===== src/rtl/event_wait_sched_if.sv =====
// Handshake bundle between event producers / waiter and event_wait_sched.
//   master : producer/waiter side  -> drives evt_req, arm
//   slave  : scheduler side        -> drives evt_fire, evt_id, evt_onehot,
//                                     pending, armed (+ coalesce_cnt)
// Optional macro: EVENT_WAIT_SCHED_COALESCE_CNT_EN adds coalesce_cnt.
interface event_wait_sched_if #(
  parameter int N_EVENTS = 3,
  parameter int CNT_W    = 8
);
  localparam int ID_W = (N_EVENTS > 1) ? $clog2(N_EVENTS) : 1;

  if (N_EVENTS < 2 || N_EVENTS > 16 || CNT_W < 1) begin : g_bad_param
    $error("event_wait_sched_if: N_EVENTS must be 2..16 and CNT_W >= 1");
  end

  logic [N_EVENTS-1:0] evt_req;
  logic                arm;
  logic                evt_fire;
  logic [ID_W-1:0]     evt_id;
  logic [N_EVENTS-1:0] evt_onehot;
  logic [N_EVENTS-1:0] pending;
  logic                armed;
`ifdef EVENT_WAIT_SCHED_COALESCE_CNT_EN
  logic [CNT_W-1:0]    coalesce_cnt;

  modport master (
    output evt_req, arm,
    input  evt_fire, evt_id, evt_onehot, pending, armed, coalesce_cnt
  );
  modport slave (
    input  evt_req, arm,
    output evt_fire, evt_id, evt_onehot, pending, armed, coalesce_cnt
  );
`else
  modport master (
    output evt_req, arm,
    input  evt_fire, evt_id, evt_onehot, pending, armed
  );
  modport slave (
    input  evt_req, arm,
    output evt_fire, evt_id, evt_onehot, pending, armed
  );
`endif
endinterface


===== src/rtl/event_wait_sched.sv =====
// Event wait scheduler: latches one-cycle event pulses as pending and wakes a
// single waiter with exactly one event per arm, chosen round-robin.
// Ports:
//   clk  - clock, all logic on posedge
//   rst  - synchronous active-high reset
//   bus  - event_wait_sched_if.slave (evt_req/arm in; evt_fire, evt_id,
//          evt_onehot, pending, armed [, coalesce_cnt] out, all registered)
// Optional macro: EVENT_WAIT_SCHED_COALESCE_CNT_EN enables the saturating
// retrigger-while-pending counter on bus.coalesce_cnt.
module event_wait_sched #(
  parameter int N_EVENTS = 3,
  parameter int CNT_W    = 8
) (
  input  logic               clk,
  input  logic               rst,
  event_wait_sched_if.slave  bus
);
  localparam int ID_W = (N_EVENTS > 1) ? $clog2(N_EVENTS) : 1;
  localparam logic [N_EVENTS-1:0] ONE = {{(N_EVENTS-1){1'b0}}, 1'b1};

  if (N_EVENTS < 2 || N_EVENTS > 16 || CNT_W < 1) begin : g_bad_param
    $error("event_wait_sched: N_EVENTS must be 2..16 and CNT_W >= 1");
  end

  typedef enum logic [1:0] {
    S_IDLE,
    S_ARMED,
    S_FIRE
  } state_t;

  state_t              r_state;
  logic [N_EVENTS-1:0] r_pending;
  logic [ID_W-1:0]     r_rr_ptr;
  logic                r_fire;
  logic [ID_W-1:0]     r_id;
  logic [N_EVENTS-1:0] r_onehot;
  logic                r_armed;

  logic                w_sel_found;
  logic [ID_W-1:0]     w_sel_idx;
  logic [ID_W-1:0]     w_rr_next;
  logic                w_take;
  logic [N_EVENTS-1:0] w_grant;
  int unsigned         w_scan;

  // Round-robin pick: first pending bit at or above r_rr_ptr, wrapping.
  // Grant decisions use the registered pending mask, so a request seen at
  // edge k is eligible at edge k+1 at the earliest.
  always_comb begin
    w_sel_found = 1'b0;
    w_sel_idx   = '0;
    w_scan      = 0;
    for (int unsigned i = 0; i < N_EVENTS; i++) begin
      w_scan = 32'(r_rr_ptr) + i;
      if (w_scan >= N_EVENTS) w_scan = w_scan - N_EVENTS;
      if (!w_sel_found && (|(r_pending & (ONE << w_scan)))) begin
        w_sel_found = 1'b1;
        w_sel_idx   = ID_W'(w_scan);
      end
    end
  end

  always_comb begin
    w_rr_next = (w_sel_idx == ID_W'(N_EVENTS - 1)) ? '0 : w_sel_idx + 1'b1;
    // A FIRE cycle with a fresh arm may grant again immediately, giving
    // back-to-back wakes; otherwise a grant needs the ARMED state.
    w_take    = w_sel_found &&
                ((r_state == S_ARMED) || ((r_state == S_FIRE) && bus.arm));
    w_grant   = w_take ? (ONE << w_sel_idx) : '0;
  end

  always_ff @(posedge clk) begin
    if (rst) begin
      r_state   <= S_IDLE;
      r_pending <= '0;
      r_rr_ptr  <= '0;
      r_fire    <= 1'b0;
      r_id      <= '0;
      r_onehot  <= '0;
      r_armed   <= 1'b0;
    end else begin
      // A request on the bit being granted re-sets it as a new occurrence.
      r_pending <= (r_pending & ~w_grant) | bus.evt_req;
      r_fire    <= w_take;
      r_onehot  <= w_grant;
      if (w_take) begin
        r_id     <= w_sel_idx;
        r_rr_ptr <= w_rr_next;
      end
      case (r_state)
        S_IDLE: begin
          if (bus.arm) begin
            r_state <= S_ARMED;
            r_armed <= 1'b1;
          end
        end
        S_ARMED: begin
          // Arms arriving here are dropped: one wake per arm, no queuing.
          if (w_take) begin
            r_state <= S_FIRE;
            r_armed <= 1'b0;
          end
        end
        S_FIRE: begin
          if (w_take) begin
            r_state <= S_FIRE;
            r_armed <= 1'b0;
          end else if (bus.arm) begin
            r_state <= S_ARMED;
            r_armed <= 1'b1;
          end else begin
            r_state <= S_IDLE;
            r_armed <= 1'b0;
          end
        end
        default: begin
          r_state <= S_IDLE;
          r_armed <= 1'b0;
        end
      endcase
    end
  end

  assign bus.evt_fire   = r_fire;
  assign bus.evt_id     = r_id;
  assign bus.evt_onehot = r_onehot;
  assign bus.pending    = r_pending;
  assign bus.armed      = r_armed;

`ifdef EVENT_WAIT_SCHED_COALESCE_CNT_EN
  localparam int SUM_W = CNT_W + 5;

  logic [CNT_W-1:0] r_coalesce_cnt;
  logic [SUM_W-1:0] w_cnt_sum;

  // Headroom bits above CNT_W detect overflow for saturation.
  always_comb begin
    w_cnt_sum = {5'b0, r_coalesce_cnt} +
                SUM_W'($countones(bus.evt_req & r_pending & ~w_grant));
  end

  always_ff @(posedge clk) begin
    if (rst) begin
      r_coalesce_cnt <= '0;
    end else if (|w_cnt_sum[SUM_W-1:CNT_W]) begin
      r_coalesce_cnt <= '1;
    end else begin
      r_coalesce_cnt <= w_cnt_sum[CNT_W-1:0];
    end
  end

  assign bus.coalesce_cnt = r_coalesce_cnt;
`endif

endmodule


===== src/flat_wrapper.sv =====
// flat-port wrapper written by rule: the top's interface ports become plain ports
module event_wait_sched_flat 
#(
  parameter int N_EVENTS = 3,
  parameter int CNT_W    = 8
)
  (clk, rst, bus_evt_req, bus_arm, bus_evt_fire, bus_evt_id, bus_evt_onehot, bus_pending, bus_armed);
  event_wait_sched_if #(.N_EVENTS(N_EVENTS), .CNT_W(CNT_W)) bus_i ();
  input  logic clk;
  input  logic rst;
  input wire logic [$bits(bus_i.evt_req)-1:0] bus_evt_req;
  input wire logic [$bits(bus_i.arm)-1:0] bus_arm;
  output wire logic [$bits(bus_i.evt_fire)-1:0] bus_evt_fire;
  output wire logic [$bits(bus_i.evt_id)-1:0] bus_evt_id;
  output wire logic [$bits(bus_i.evt_onehot)-1:0] bus_evt_onehot;
  output wire logic [$bits(bus_i.pending)-1:0] bus_pending;
  output wire logic [$bits(bus_i.armed)-1:0] bus_armed;
  assign bus_i.evt_req = bus_evt_req;
  assign bus_i.arm = bus_arm;
  assign bus_evt_fire = bus_i.evt_fire;
  assign bus_evt_id = bus_i.evt_id;
  assign bus_evt_onehot = bus_i.evt_onehot;
  assign bus_pending = bus_i.pending;
  assign bus_armed = bus_i.armed;
  event_wait_sched #(.N_EVENTS(N_EVENTS), .CNT_W(CNT_W)) u_core (.clk(clk), .rst(rst), .bus(bus_i));
endmodule

===== config.mk =====
export PLATFORM = sky130hd
export DESIGN_NAME = event_wait_sched_flat
export DESIGN_NICKNAME = d
export VERILOG_FILES = /design/src/rtl/event_wait_sched_if.sv /design/src/rtl/event_wait_sched.sv /design/src/flat_wrapper.sv
export SDC_FILE = /design/constraint.sdc
export NUM_CORES = 1
export LEC_CHECK = 0
export CAP_MARGIN = 25
export CORE_UTILIZATION = 53
export CTS_CLUSTER_DIAMETER = 60
export CTS_CLUSTER_SIZE = 14
export DETAILED_ROUTE_END_ITERATION = 10
export PLACE_DENSITY_LB_ADDON = 0.1
export SYNTH_ARGS = -nofsm -noshare
export SYNTH_HDL_FRONTEND = slang
export SYNTH_SLANG_ARGS = --single-unit

===== constraint.sdc =====
create_clock -name clk -period 4.27 [get_ports clk]
set_input_delay 0.854 -clock clk [delete_from_list [all_inputs] [get_ports clk]]
set_output_delay 0.854 -clock clk [all_outputs]
set_load 0.02 [all_outputs]

==> flow_metrics.tcl, run 1 <==
set metrics [dict create \
    status "finished clean" \
    synth_top_area_cell "dfxtp_1" \
    firstDrtPassIters 4 \
    slowest_delay_ns 0.66 \
    synth-seq-cells 14 \
    wl_met2_um 807 \
    drt_iter0_drc 20 \
    postCtsHoldBufs 0 \
    highest_layer "met4" \
    fp.dieH_um 40.7 \
    core-area_um2 1350 \
    cp_num_buf_inv 1 \
    syn_nets 98 \
    wl_per_cell_um 13.3 \
    antenna_found_initial 0 \
    fin_crit_sh_pct 53.8 \
    drv_slew 0 \
    post_dp_cell_area_um2 952 \
    htree_levels 1 \
    rsz0062_at_grt "no" \
    worstSetupEndpointType "output port" \
    post-cts-setup-buffers 0 \
    hold_depth 2 \
    cts.sinks 14 \
    cap_violations 0 \
    drive_gt1_share_pct 13.3 \
    p_leak_nw 0.354 \
    crit_slowest_cell "clkdlybuf4s50_1" \
    crit_path_end "bus_pending[1]" \
    die_x_um 40.7 \
    netlist_area_um2 792 \
    worstSetupStartpointType "flop" \
    fin_crit_ns 2.30 \
    gp_congestion 0.673 \
    grt_pass1_wl_mm 2.49 \
    yosysWarningCount 0 \
    hold_path.class "flop to flop" \
    max_freq_ghz 0.435 \
    drc 0 \
    final_common_cell "clkdlybuf4s50_1" \
    cts_resized 0 \
    initial_utilization_pct 58.7 \
    clk_pin_slew_ns 0.09 \
    nets 116 \
    crit_family "buffers and inverters" \
    clk_path_buf_depth 2 \
    wl_met3_um 54 \
    dp.cells 116 \
    r2r_cells 8 \
    antenna_cells 0 \
    synth_top_cells_by_area "dfxtp_1 35%, ha_1 6.3%, a311oi_2 5.7%, a211oi_2 4.7%, nor2_1 4.3%" \
    io-pin-count 16 \
    ys_types 34 \
    p_per_area_nw_per_um2 406 \
    worstMarginPinSlew_ns 0.479 \
    fin_skew_ns 0.00715 \
    cts_root_buf "clkbuf_4" \
    crit_chain "clkdlybuf4s50_1" \
    worst_r2r_endpoint "u_core.r_rr_ptr[0]" \
    synth.top_cell.area_share_pct 35.4 \
    slew_headroom_pct 68.0 \
    hold_slack_ns 0.544 \
    ys_seq_area_share_pct 35.4 \
    num_vias 700 \
    path_max_fanout 9 \
    grt_pass1_vias 592 \
    cp_data_required_time_ns 3.42 \
    r2r_slack_ns 2.24 \
    rows 13 \
    cp.depth 1 \
    rr_startpoint "u_core.r_rr_ptr[0]" \
    setup_violations 0 \
    finalWirelength_mm 1.60 \
    crit_arrival_ns 1.44 \
    wl_met1_um 732 \
    hold_viol 0 \
    syn_avg_cell_area_um2 9.00 \
    dp_hpwl_mm 1.21 \
    cts_buffers 3 \
    area_growth_syn_to_layout_pct 24.8 \
    layout_common_cells "15 x clkdlybuf4s50_1, 14 x dfxtp_1, 9 x nor2_1, 6 x inv_1" \
    overflow 0 \
    grt_max_degree 12 \
    gr-usage-all-layers_pct 23.2 \
    die_area_um2 1650 \
    finalNonFillerCells 120 \
    cts_tree "built" \
    port_buffers 15 \
    ant_nets 0 \
    clk_latency_ns 0.28 \
    critical_path_class "flop to output port" \
    viasPerCell 5.83 \
    vdd_ir_drop_max_mv 0.287 \
    syn_inst 88 \
    fin_tns_setup_ns 0 \
    startpoint "u_core.bus.pending[1]" \
    final_area_um2 988 \
]
==> synthesized netlist by cell type <==
library cell and n:
and3_4 1, o21ai_1 2, a21oi_1 4, nand3_1 4
buf_2 1, a211oi_2 3, o32ai_1 2, and3b_1 1
nor2_1 9, nor3b_2 1, nor3b_1 1, o21ai_0 1
and2_4 1, nor4b_1 1, a2bb2oi_1 1, nor3_1 3
clkbuf_1 1, nor2b_1 5, a211oi_1 2, dfxtp_1 14
or2_1 1, a311oi_2 3, ha_1 4, nand2_1 5
a31oi_1 1, or3b_1 1, nand3b_1 1, inv_1 6
buf_4 1, a211o_1 1, nand4bb_1 2, nand2b_1 2
and2b_1 1, o31ai_1 1
==> cell families after synthesis <==
group | after synthesis | share of synthesized area, %
adder cells (fa/ha/maj) | 4 | 6.32
buffers and inverters | 9 | 4.90
flip-flops | 14 | 35.4
AO/OA/AOI/OAI | 21 | 22.9
AND/OR/NAND/NOR | 40 | 30.5
==> power by group <==
| group | internal (mW) | total, mW | switching (mW) |
|---|---|---|---|
| Sequential | 0.146 | 0.159 | 0.0134 |
| Clock | 0.0518 | 0.0932 | 0.0414 |
| Combinational | 0.0681 | 0.149 | 0.0804 |
| Total | 0.266 | 0.401 | 0.135 |
==> cell type report <==
type	instances	area, um^2
Tap cell	15	18.8
Multi-Input combinational cell	65	473
Timing Repair Buffer	16	158
Clock buffer	4	36.3
Fill cell	112	362
Sequential cell	14	280
Inverter	6	22.5
==> sequential cells by signal (all words and copies together) (netlist names) <==
name	flops
u_core.bus.pending	3
u_core.r_rr_ptr	2
u_core.bus.armed	1
u_core.bus.evt_fire	1
u_core.r_state	2
u_core.bus.evt_onehot	3
u_core.bus.evt_id	2
==> worst min path at each step <==
stage                                     from                    to  slack, ns
after floorplan             u_core.r_rr_ptr[1]    u_core.r_rr_ptr[1]       0.52
after global placement    u_core.bus.evt_id[0]  u_core.bus.evt_id[0]       0.52
after detailed placement  u_core.bus.evt_id[1]  u_core.bus.evt_id[1]       0.54
after CTS                 u_core.bus.evt_id[1]  u_core.bus.evt_id[1]       0.55
after global routing      u_core.bus.evt_id[0]  u_core.bus.evt_id[0]       0.57
final                     u_core.bus.evt_id[1]  u_core.bus.evt_id[1]       0.54
==> per-stage QoR <==
step,setup slack (ns),utilization [%],power (mW)
after global routing,1.92,73.2,0.426
after floorplan,2.44,-,0.267
final,1.97,73.2,0.401
after detailed placement,1.87,70.5,0.310
after global placement,1.95,70.5,0.307
after CTS,1.97,73.2,0.404
==> layer usage <==
metal,vias to the layer above,global-route usage (%)
met5,-,0
met1,331,26.0
met4,0,7.50
met3,2,5.43
li1,356,-
met2,11,42.5
Power figures use the tool's default switching activity.
==> run 2, diff against run 1 <==
- CORE_UTILIZATION: 53 -> 44
- clock period: 4.27 -> 2 ns (I/O delays scaled with it)
==> run 2 against run 1 <==
  * Clock skew decreased by 0.00093 ns
  * Power up 120%
  * Largest power group is now combinational cells
  * Critical path depth increased by 6
  * Wire length up 11%
  * Register-to-register slack got worse by 2.1 ns
  * First-iteration DRC count stayed put
  * Non-clock buffer count up 3
  * Sequential cell count is the same
  * Worst hold slack got worse by 0.0051 ns
  * Sequential share of layout area fell by 1.8 points
==> flow_metrics.tcl, run 2 (synthesis gave the netlist of run 1 again) <==
set metrics [dict create \
    path_max_fanout 5 \
    worstMarginPinSlew_ns 0.352 \
    postCtsHoldBufs 0 \
    final_area_um2 1060 \
    finalWirelength_mm 1.78 \
    fin_skew_ns 0.00622 \
    fin_tns_setup_ns 0 \
    cts_buffers 3 \
    wl_per_cell_um 13.5 \
    core-area_um2 1590 \
    rsz0062_at_grt "no" \
    clk_path_buf_depth 2 \
    nets 119 \
    top_usage_layer "met2" \
    fp.dieH_um 44.4 \
    crit_arrival_ns 2.10 \
    grt_max_degree 12 \
    die_x_um 44.4 \
    antenna_cells 0 \
    antenna_found_initial 0 \
    slew_headroom_pct 76.5 \
    fin_crit_sh_pct 95.4 \
    initial_utilization_pct 49.7 \
    vdd_ir_drop_max_mv 0.583 \
    p_leak_nw 0.379 \
    drive_gt1_share_pct 24.1 \
    cts.sinks 14 \
    grt_pass1_vias 664 \
    use_met1_pct 29.0 \
    post_dp_cell_area_um2 986 \
    p_per_area_nw_per_um2 854 \
    max_freq_ghz 0.524 \
    port_buffers 15 \
    rows 14 \
    cts_tree "built" \
    cp_data_required_time_ns 2.19 \
    grt_pass1_wl_mm 3.04 \
    io-pin-count 16 \
    dp_hpwl_mm 1.31 \
    gp_congestion 0.801 \
    drv_slew 0 \
    worstSetupEndpointType "flop" \
    die_area_um2 1970 \
    grtUsageMet2_pct 32.9 \
    layout_common_cells "15 x clkdlybuf4s50_1, 14 x dfxtp_1, 9 x nor2_1, 6 x inv_1, 5 x nand2_1" \
    ant_nets 0 \
    htree_levels 1 \
    critical_path_class "flop to flop" \
    overflow 0 \
    setup_slack_ns 0.0926 \
    firstDrtPassIters 4 \
    fin_crit_ns 1.91 \
    r2r_slack_ns 0.09 \
    hold_path.class "flop to flop" \
    area_growth_syn_to_layout_pct 33.5 \
    dpl_worst_slack_ns 0.0438 \
    clk_pin_slew_ns 0.08 \
    cts_root_buf "clkbuf_4" \
    final_common_cell "clkdlybuf4s50_1" \
    gr-usage-all-layers_pct 22.0 \
    setup_violations 0 \
    status "finished clean" \
    drt_iter0_drc 20 \
    cap_violations 0 \
    drc 0 \
    viasPerCell 5.47 \
    worstSetupStartpointType "flop" \
    num_vias 722 \
    hold_viol 0 \
    use_met3_pct 3.67 \
    clk_latency_ns 0.29 \
]
==> run 2: changes by cell type in the layout (fill, tap and decap cells not counted), sizes merged <==
| cell | previous run | this run |
|---|---|---|
| buf | 1 | 4 |
==> run 2: critical path: stages (launching register included) <==
cell,delay [ns]
dfxtp_1,0.37
inv_1,0.09
ha_2,0.29
buf_4,0.15
nor2b_2,0.16
a311oi_2,0.37
nand3_1,0.21
o32ai_1,0.17
==> run 2: cell type report <==
type,instances,area [um^2]
Sequential cell,14,280
Tap cell,24,30.0
Timing Repair Buffer,19,180
Inverter,6,22.5
Fill cell,130,537
Multi-Input combinational cell,65,508
Clock buffer,4,36.3
==> run 2: worst paths after layout <==
check / endpoint / cells after the start / startpoint
min: u_core.bus.evt_id[0] / 2 / u_core.bus.evt_id[0]
max: u_core.r_rr_ptr[1] / 7 / u_core.r_rr_ptr[0]
max reg2reg: u_core.r_rr_ptr[1] / 7 / u_core.r_rr_ptr[0]
min reg2reg: u_core.bus.evt_id[0] / 2 / u_core.bus.evt_id[0]
==> run 2: timing repair <==
item / in CTS / in global routing
resized for setup: 0 / 9
buffers inserted: 0 / 0
endpoints found under the setup margin: 0 / 8
==> run 2: metrics by stage <==
stage          utilization [%]  total power [mW]  cells  hold slack [ns]
6_report                  66.3             0.903    132            0.539
5_1_grt                   66.3             0.953    132            0.574
4_1_cts                   64.1             0.893    132            0.544
3_5_place_dp              61.9             0.683    128            0.526
3_3_place_gp              61.9             0.675    128            0.517
2_1_floorplan                -             0.569     88            0.519
==> run 2: layer usage <==
metal	wire length, um	share of wire (%)
met5	0	0
met4	50	2.8
met3	113	6.3
met2	863	48
met1	757	42
==> run 2: report_power, final <==
part	internal [mW]	leakage (nW)	switching [mW]	total [mW]
sequential	0.312	0.115	0.0302	0.342
clock	0.111	0.0210	0.101	0.212
combinational	0.165	0.243	0.183	0.349
total	0.588	0.379	0.314	0.903
==> RTL edit 1, RTL diff (settings of run 2) <==
`N_EVENTS` is set to 3 in 3 places; all go to 5.
--- a/src/rtl/event_wait_sched_if.sv
+++ b/src/rtl/event_wait_sched_if.sv
@@ -4,7 +4,7 @@
 //                                     pending, armed (+ coalesce_cnt)
 // Optional macro: EVENT_WAIT_SCHED_COALESCE_CNT_EN adds coalesce_cnt.
 interface event_wait_sched_if #(
-  parameter int N_EVENTS = 3,
+  parameter int N_EVENTS = 5,
   parameter int CNT_W    = 8
 );
   localparam int ID_W = (N_EVENTS > 1) ? $clog2(N_EVENTS) : 1;
--- a/src/rtl/event_wait_sched.sv
+++ b/src/rtl/event_wait_sched.sv
@@ -8,7 +8,7 @@
 // Optional macro: EVENT_WAIT_SCHED_COALESCE_CNT_EN enables the saturating
 // retrigger-while-pending counter on bus.coalesce_cnt.
 module event_wait_sched #(
-  parameter int N_EVENTS = 3,
+  parameter int N_EVENTS = 5,
   parameter int CNT_W    = 8
 ) (
   input  logic               clk,
--- a/src/flat_wrapper.sv
+++ b/src/flat_wrapper.sv
@@ -1,7 +1,7 @@
 // flat-port wrapper written by rule: the top's interface ports become plain ports
 module event_wait_sched_flat 
 #(
-  parameter int N_EVENTS = 3,
+  parameter int N_EVENTS = 5,
   parameter int CNT_W    = 8
 )
   (clk, rst, bus_evt_req, bus_arm, bus_evt_fire, bus_evt_id, bus_evt_onehot, bus_pending, bus_armed);
Interface: changed (resized bus_evt_id, bus_evt_onehot, bus_evt_req and bus_pending); port bits go from 16 to 23. No check against the original RTL was run, so the function may have changed too.
==> RTL edit 1 against run 2 <==
The flow now finishes with violations (negative setup slack); area after synthesis grew to 2.8 times the old value; count of clock-buffer cells in the layout is the same; sequential share of layout area fell by 16 points; design area grew to 3.7 times the old value; die area grew to 2.7 times the old value; utilization is 15 points higher; sequential cell count rose by 6; global-route usage rose by 7.6 points; routed wire length increased to 4.8 times the old value; setup slack worse by 1.9 ns; via count rose to 3.6 times the old value; critical endpoint is now u_core.r_rr_ptr[2]; highest routed layer unchanged.
Power is not shown: default switching activity piles up to over one toggle a cycle in this logic, so the estimate is an artifact.
==> RTL edit 1: results (changes against run 2) <==
status complete, but fails checks; violated checks negative setup slack; setup ws final -1.771 ns (-1.864 ns); Hold/Removal Path Class reg2reg; total number of vias 2617 (+260%); most frequent cells after synthesis nor2_1, dfxtp_1, ha_1, inv_1, nand2_1; final setup violation count 20 (+20); Placed Area 3161 um2 (+220%); Clock transition at path regs 0.08 ns (about the same); Initial DRT Pass Iterations 4 (unchanged); Cells after Synth 268 (+200%); IO buf count 22 (+7); GRT Util Overall 0.2958 (+0.07592); largest net degree at the start of global routing 15 (+3); met2 usage 0.5117 (+0.1823); dominant cells by area after synthesis dfxtp_1, ha_1, mux4_2; routed length on met2 4234 um (+390%); worst skew pair latency 0.27 ns (-0.02 ns); Seq/Total Area, Yosys 0.1776 (-0.1763); met1 global-route usage 0.3772 (+0.08714); ys flop type dfxtp_1; Placer Congestion 0.9488 (+18%); Max Used Layer met4; Layout Nets 426 (+260%); vias per cell 5.652 (+3.3%); TNS Setup -30.65 ns (-30.65 ns); Syn Nets 297 (+200%); Iteration-0 DRC Markers 122 (+510%); GR Util met3 0.06036 (+0.02362); Slew @ Worst Pin 0.5987 ns (+0.2467 ns); top-area cell type share of the netlist area 0.1776 (-0.1763); DR WL/cell 18.30 um (+35%); WL met3 524 um (+360%); share of layout cells above drive strength 1 0.5505 (+0.3098); Yosys cell types 70 (+110%); vias in the first global route 2465 (+270%); first-pass GRT wire length 12140 um (+300%); Clock Skew 0.005549 ns (-0.0006732 ns); slowest CP cell dfxtp_4; Root Buffer clkbuf_8; # fillers 299 (+130%); met1 WL 3451 um (+360%); detailed placement HPWL 5332 um (+310%); Multi-input gate area 2078 um2 (+310%); crit-path max cell delay 0.39 ns (+0.02 ns); Worst Path Arrival 3.96 ns (+1.86 ns)
[RTL edit 1: cell count changes after synthesis, sizes merged, moves of 5 or more]
cell   delta
ha       +16
mux4      +6
a21oi     +9
o21ai    +11
or3       +6
buf      +11
nor2     +15
nand2    +11
nor2b     +5
nor3      +6
mux2i     +8
dfxtp     +6
inv      +16
[RTL edit 1: cell families after synthesis]
group                      share of synthesized area
and+or+nand+nor                               0.2109
AOI/OAI and AO/OA                             0.2736
buffers and inverters                        0.09045
adders and majority gates                     0.1199
DFF                                           0.1776
muxes                                         0.1121
xor gates and xnor gates                     0.01554
[RTL edit 1: final cells by class]
class,instances,share of cell area
multi-input cells,209,0.5298
repair buffers,141,0.3081
flip-flops and latches,20,0.1040
inverters,22,0.02520
well taps,67,0.02137
clock buffers,4,0.01148
[RTL edit 1: path summary, 6_finish.rpt]
path                                         start            endpoint  slack, ns  depth (start not counted)
worst min register to register    u_core.bus.armed    u_core.bus.armed       0.50                          2
worst max-delay path            u_core.r_rr_ptr[1]  u_core.r_rr_ptr[2]      -1.77                         17
worst min-delay path              u_core.bus.armed    u_core.bus.armed       0.50                          2
worst max register to register  u_core.r_rr_ptr[1]  u_core.r_rr_ptr[2]      -1.77                         17
[RTL edit 1: timing repair]
| item | in CTS | in global routing |
|---|---|---|
| endpoints found under the setup margin | 20 | 21 |
| setup buffers | 17 | 15 |
| gates resized for setup | 74 | 33 |
| cloned | 1 | 0 |
| pin swaps | 29 | 26 |
[RTL edit 1: worst max-delay path, delay by kind of cell (launching register included)]
kind                       cells  cell delay (ns)
adders and majority gates      3             0.63
and+or+nand+nor                4             0.73
muxes                          1             0.18
DFF                            1             0.39
buffers and inverters          5             0.65
AOI/OAI and AO/OA              4             1.10
==> RTL edit 2, RTL diff (flow settings as in run 2) <==
Made on the original files. The 3 states of `state_t` get a one-hot encoding in 3 bits.
--- a/src/rtl/event_wait_sched.sv
+++ b/src/rtl/event_wait_sched.sv
@@ -22,10 +22,10 @@
     $error("event_wait_sched: N_EVENTS must be 2..16 and CNT_W >= 1");
   end
 
-  typedef enum logic [1:0] {
-    S_IDLE,
-    S_ARMED,
-    S_FIRE
+  typedef enum logic [2:0] {
+    S_IDLE  = 3'b001,
+    S_ARMED = 3'b010,
+    S_FIRE  = 3'b100
   } state_t;
 
   state_t              r_state;
Formal check against the unedited RTL: same outputs for any inputs over 10 cycles, from zero or initial values and one cycle with rst high; not proved beyond that.
==> RTL edit 2 against run 2 <==
Die area grew 1.4%; sequential cell count increased by 1; setup slack got worse by 0.0086 ns; area after synthesis increased by 1.4%; global-route usage fell by 1.6 points; final cell count increased by 7.6%; routed wire length is 5.3% higher; first-iteration DRC count increased by 10%; count of clock-buffer cells in the layout stayed put; design area is 6.7% higher; utilization shrank 0.96 points.
Power is not compared: it rests on default switching activity, and its combinational part moved more than twofold at a synthesized area within 25%.
==> RTL edit 2: results (changes against run 2) <==
worst min-delay path startpoint u_core.bus.evt_id[1]; share of layout cells above drive strength 1 0.2821 (+0.04131); vias in the first global route 687 (+3.5%); final wirelength 1878 um (+5.3%); Layout Nets 128 (+7.6%); most frequent cells after synthesis dfxtp_1, nor2_1, inv_1, a21oi_1, nand2_1; status finished, final reports clean; Hold/Removal Path Class reg2reg; Max clock buf depth 2 (unchanged); Syn Nets 103 (+5.1%); Worst Path Arrival approximately 2.1 ns; detailed placement HPWL 1276 um (-2.8%); first-pass GRT wire length 2877 um (-5.4%); WHS Endpoint u_core.bus.evt_id[1]; Slew HR 0.7489 (-0.01645); CTS H-tree lvls 1 (unchanged); Async SR Flop Fraction 0 (unchanged); IO buf count 15 (unchanged); Placer Congestion 0.7473 (-6.8%); initial antenna violation count 0 (unchanged); Yosys cell types 33 (-2.9%); GRT Util Overall 0.2042 (-0.01566); Clock Skew 0.002751 ns (-0.003471 ns); total number of vias 781 (+8.2%); Clock transition at path regs 0.08 ns (about the same); max-capacitance violation count 0 (unchanged); Placed Area 1015 um2 (+2.9%); peak fanout along the critical path 6 (+1); Reg2Reg Setup Slack 0.08 ns; Initial DRT Pass Iterations 4 (unchanged); pre-CTS setup slack -0.07991 ns (-0.1237 ns); Seq/Total Area, Yosys 0.3738 (+0.01996); Iteration-0 DRC Markers 22 (+10%); dominant cells by area after synthesis dfxtp_1, nor2_1, and4bb_2; end of the worst register-to-register path u_core.bus.evt_onehot[2]; reg2reg path depth 7 (unchanged); Inserted Diodes 0 (unchanged); Leak 0.4175 nW
-- RTL edit 2: worst max-delay path, cell delays in order (launching register included) --
cell      delay [ns]
dfxtp_2         0.34
inv_2           0.05
ha_4            0.23
a222oi_1        0.40
buf_4           0.18
o32ai_2         0.10
or2_1           0.32
nor4_1          0.22
-- RTL edit 2: power breakdown --
part | switching [mW] | total (mW) | internal [mW]
Sequential | 0.0167 | 0.327 | 0.310
Clock | 0.0925 | 0.170 | 0.0774
Combinational | 0.0588 | 0.123 | 0.0646
Total | 0.168 | 0.620 | 0.452
-- RTL edit 2: what timing repair did --
item	CTS	global route
endpoints found under the setup margin	2	10
buffers inserted	0	2
pin swaps	0	8
gates resized for setup	1	13
-- RTL edit 2: how the worst max path moves through the flow --
| stage | startpoint | endpoint | slack [ns] | cells after the start |
|---|---|---|---|---|
| 2_1_floorplan | u_core.r_rr_ptr[0] | u_core.bus.pending[2] | 0.06 | 8 |
| 3_3_place_gp | bus_arm | u_core.bus.pending[2] | -0.03 | 6 |
| 3_5_place_dp | bus_arm | u_core.bus.pending[2] | -0.08 | 6 |
| 4_1_cts | u_core.r_rr_ptr[1] | u_core.bus.pending[1] | 0.007 | 8 |
| 5_1_grt | u_core.r_rr_ptr[0] | u_core.bus.pending[1] | -0.03 | 7 |
| 6_report | u_core.r_rr_ptr[0] | u_core.bus.evt_onehot[2] | 0.08 | 7 |
-- RTL edit 2: final cells by class --
class                           instances  area (um2)
Clock buffer                            4       26.28
Timing Repair Buffer                   23       210.2
Inverter                                8       30.03
Sequential cell                        15       302.8
Tap cell                               25       31.28
Multi-Input combinational cell         67       528.0
Fill cell                             151       598.1
-- RTL edit 2: stage by stage --
step | power (mW) | hold slack (ns) | TNS [ns] | std cells | util
after floorplan | 0.3960 | 0.4785 | 0 | 93 | -
after global placement | 0.4391 | 0.4904 | -0.03441 | 136 | 0.5877
after detailed placement | 0.4412 | 0.4976 | -0.07991 | 136 | 0.5877
after CTS | 0.6106 | 0.5076 | 0 | 140 | 0.6101
after global routing | 0.6498 | 0.5342 | -0.06202 | 142 | 0.6536
final | 0.6203 | 0.5055 | 0 | 142 | 0.6536
-- RTL edit 2: cells by family (layout without fill, tap and decap cells) --
kind of cell	count (synthesis)	in the layout	synth area share
simple gates	38	38	0.2773
compound gates	24	24	0.2181
mux	1	1	0.01246
buf+inv	11	35	0.05607
fa+ha+maj	4	4	0.06231
flops	15	15	0.3738
-- RTL edit 2: layer usage --
metal  vias up  track usage  part of all wire
met1       371       0.2275              0.42
met3         2      0.08400             0.047
met4         0      0.05455            0.0064
li1        390            -                 -
met5         -            0                 0
met2        18       0.3588              0.52
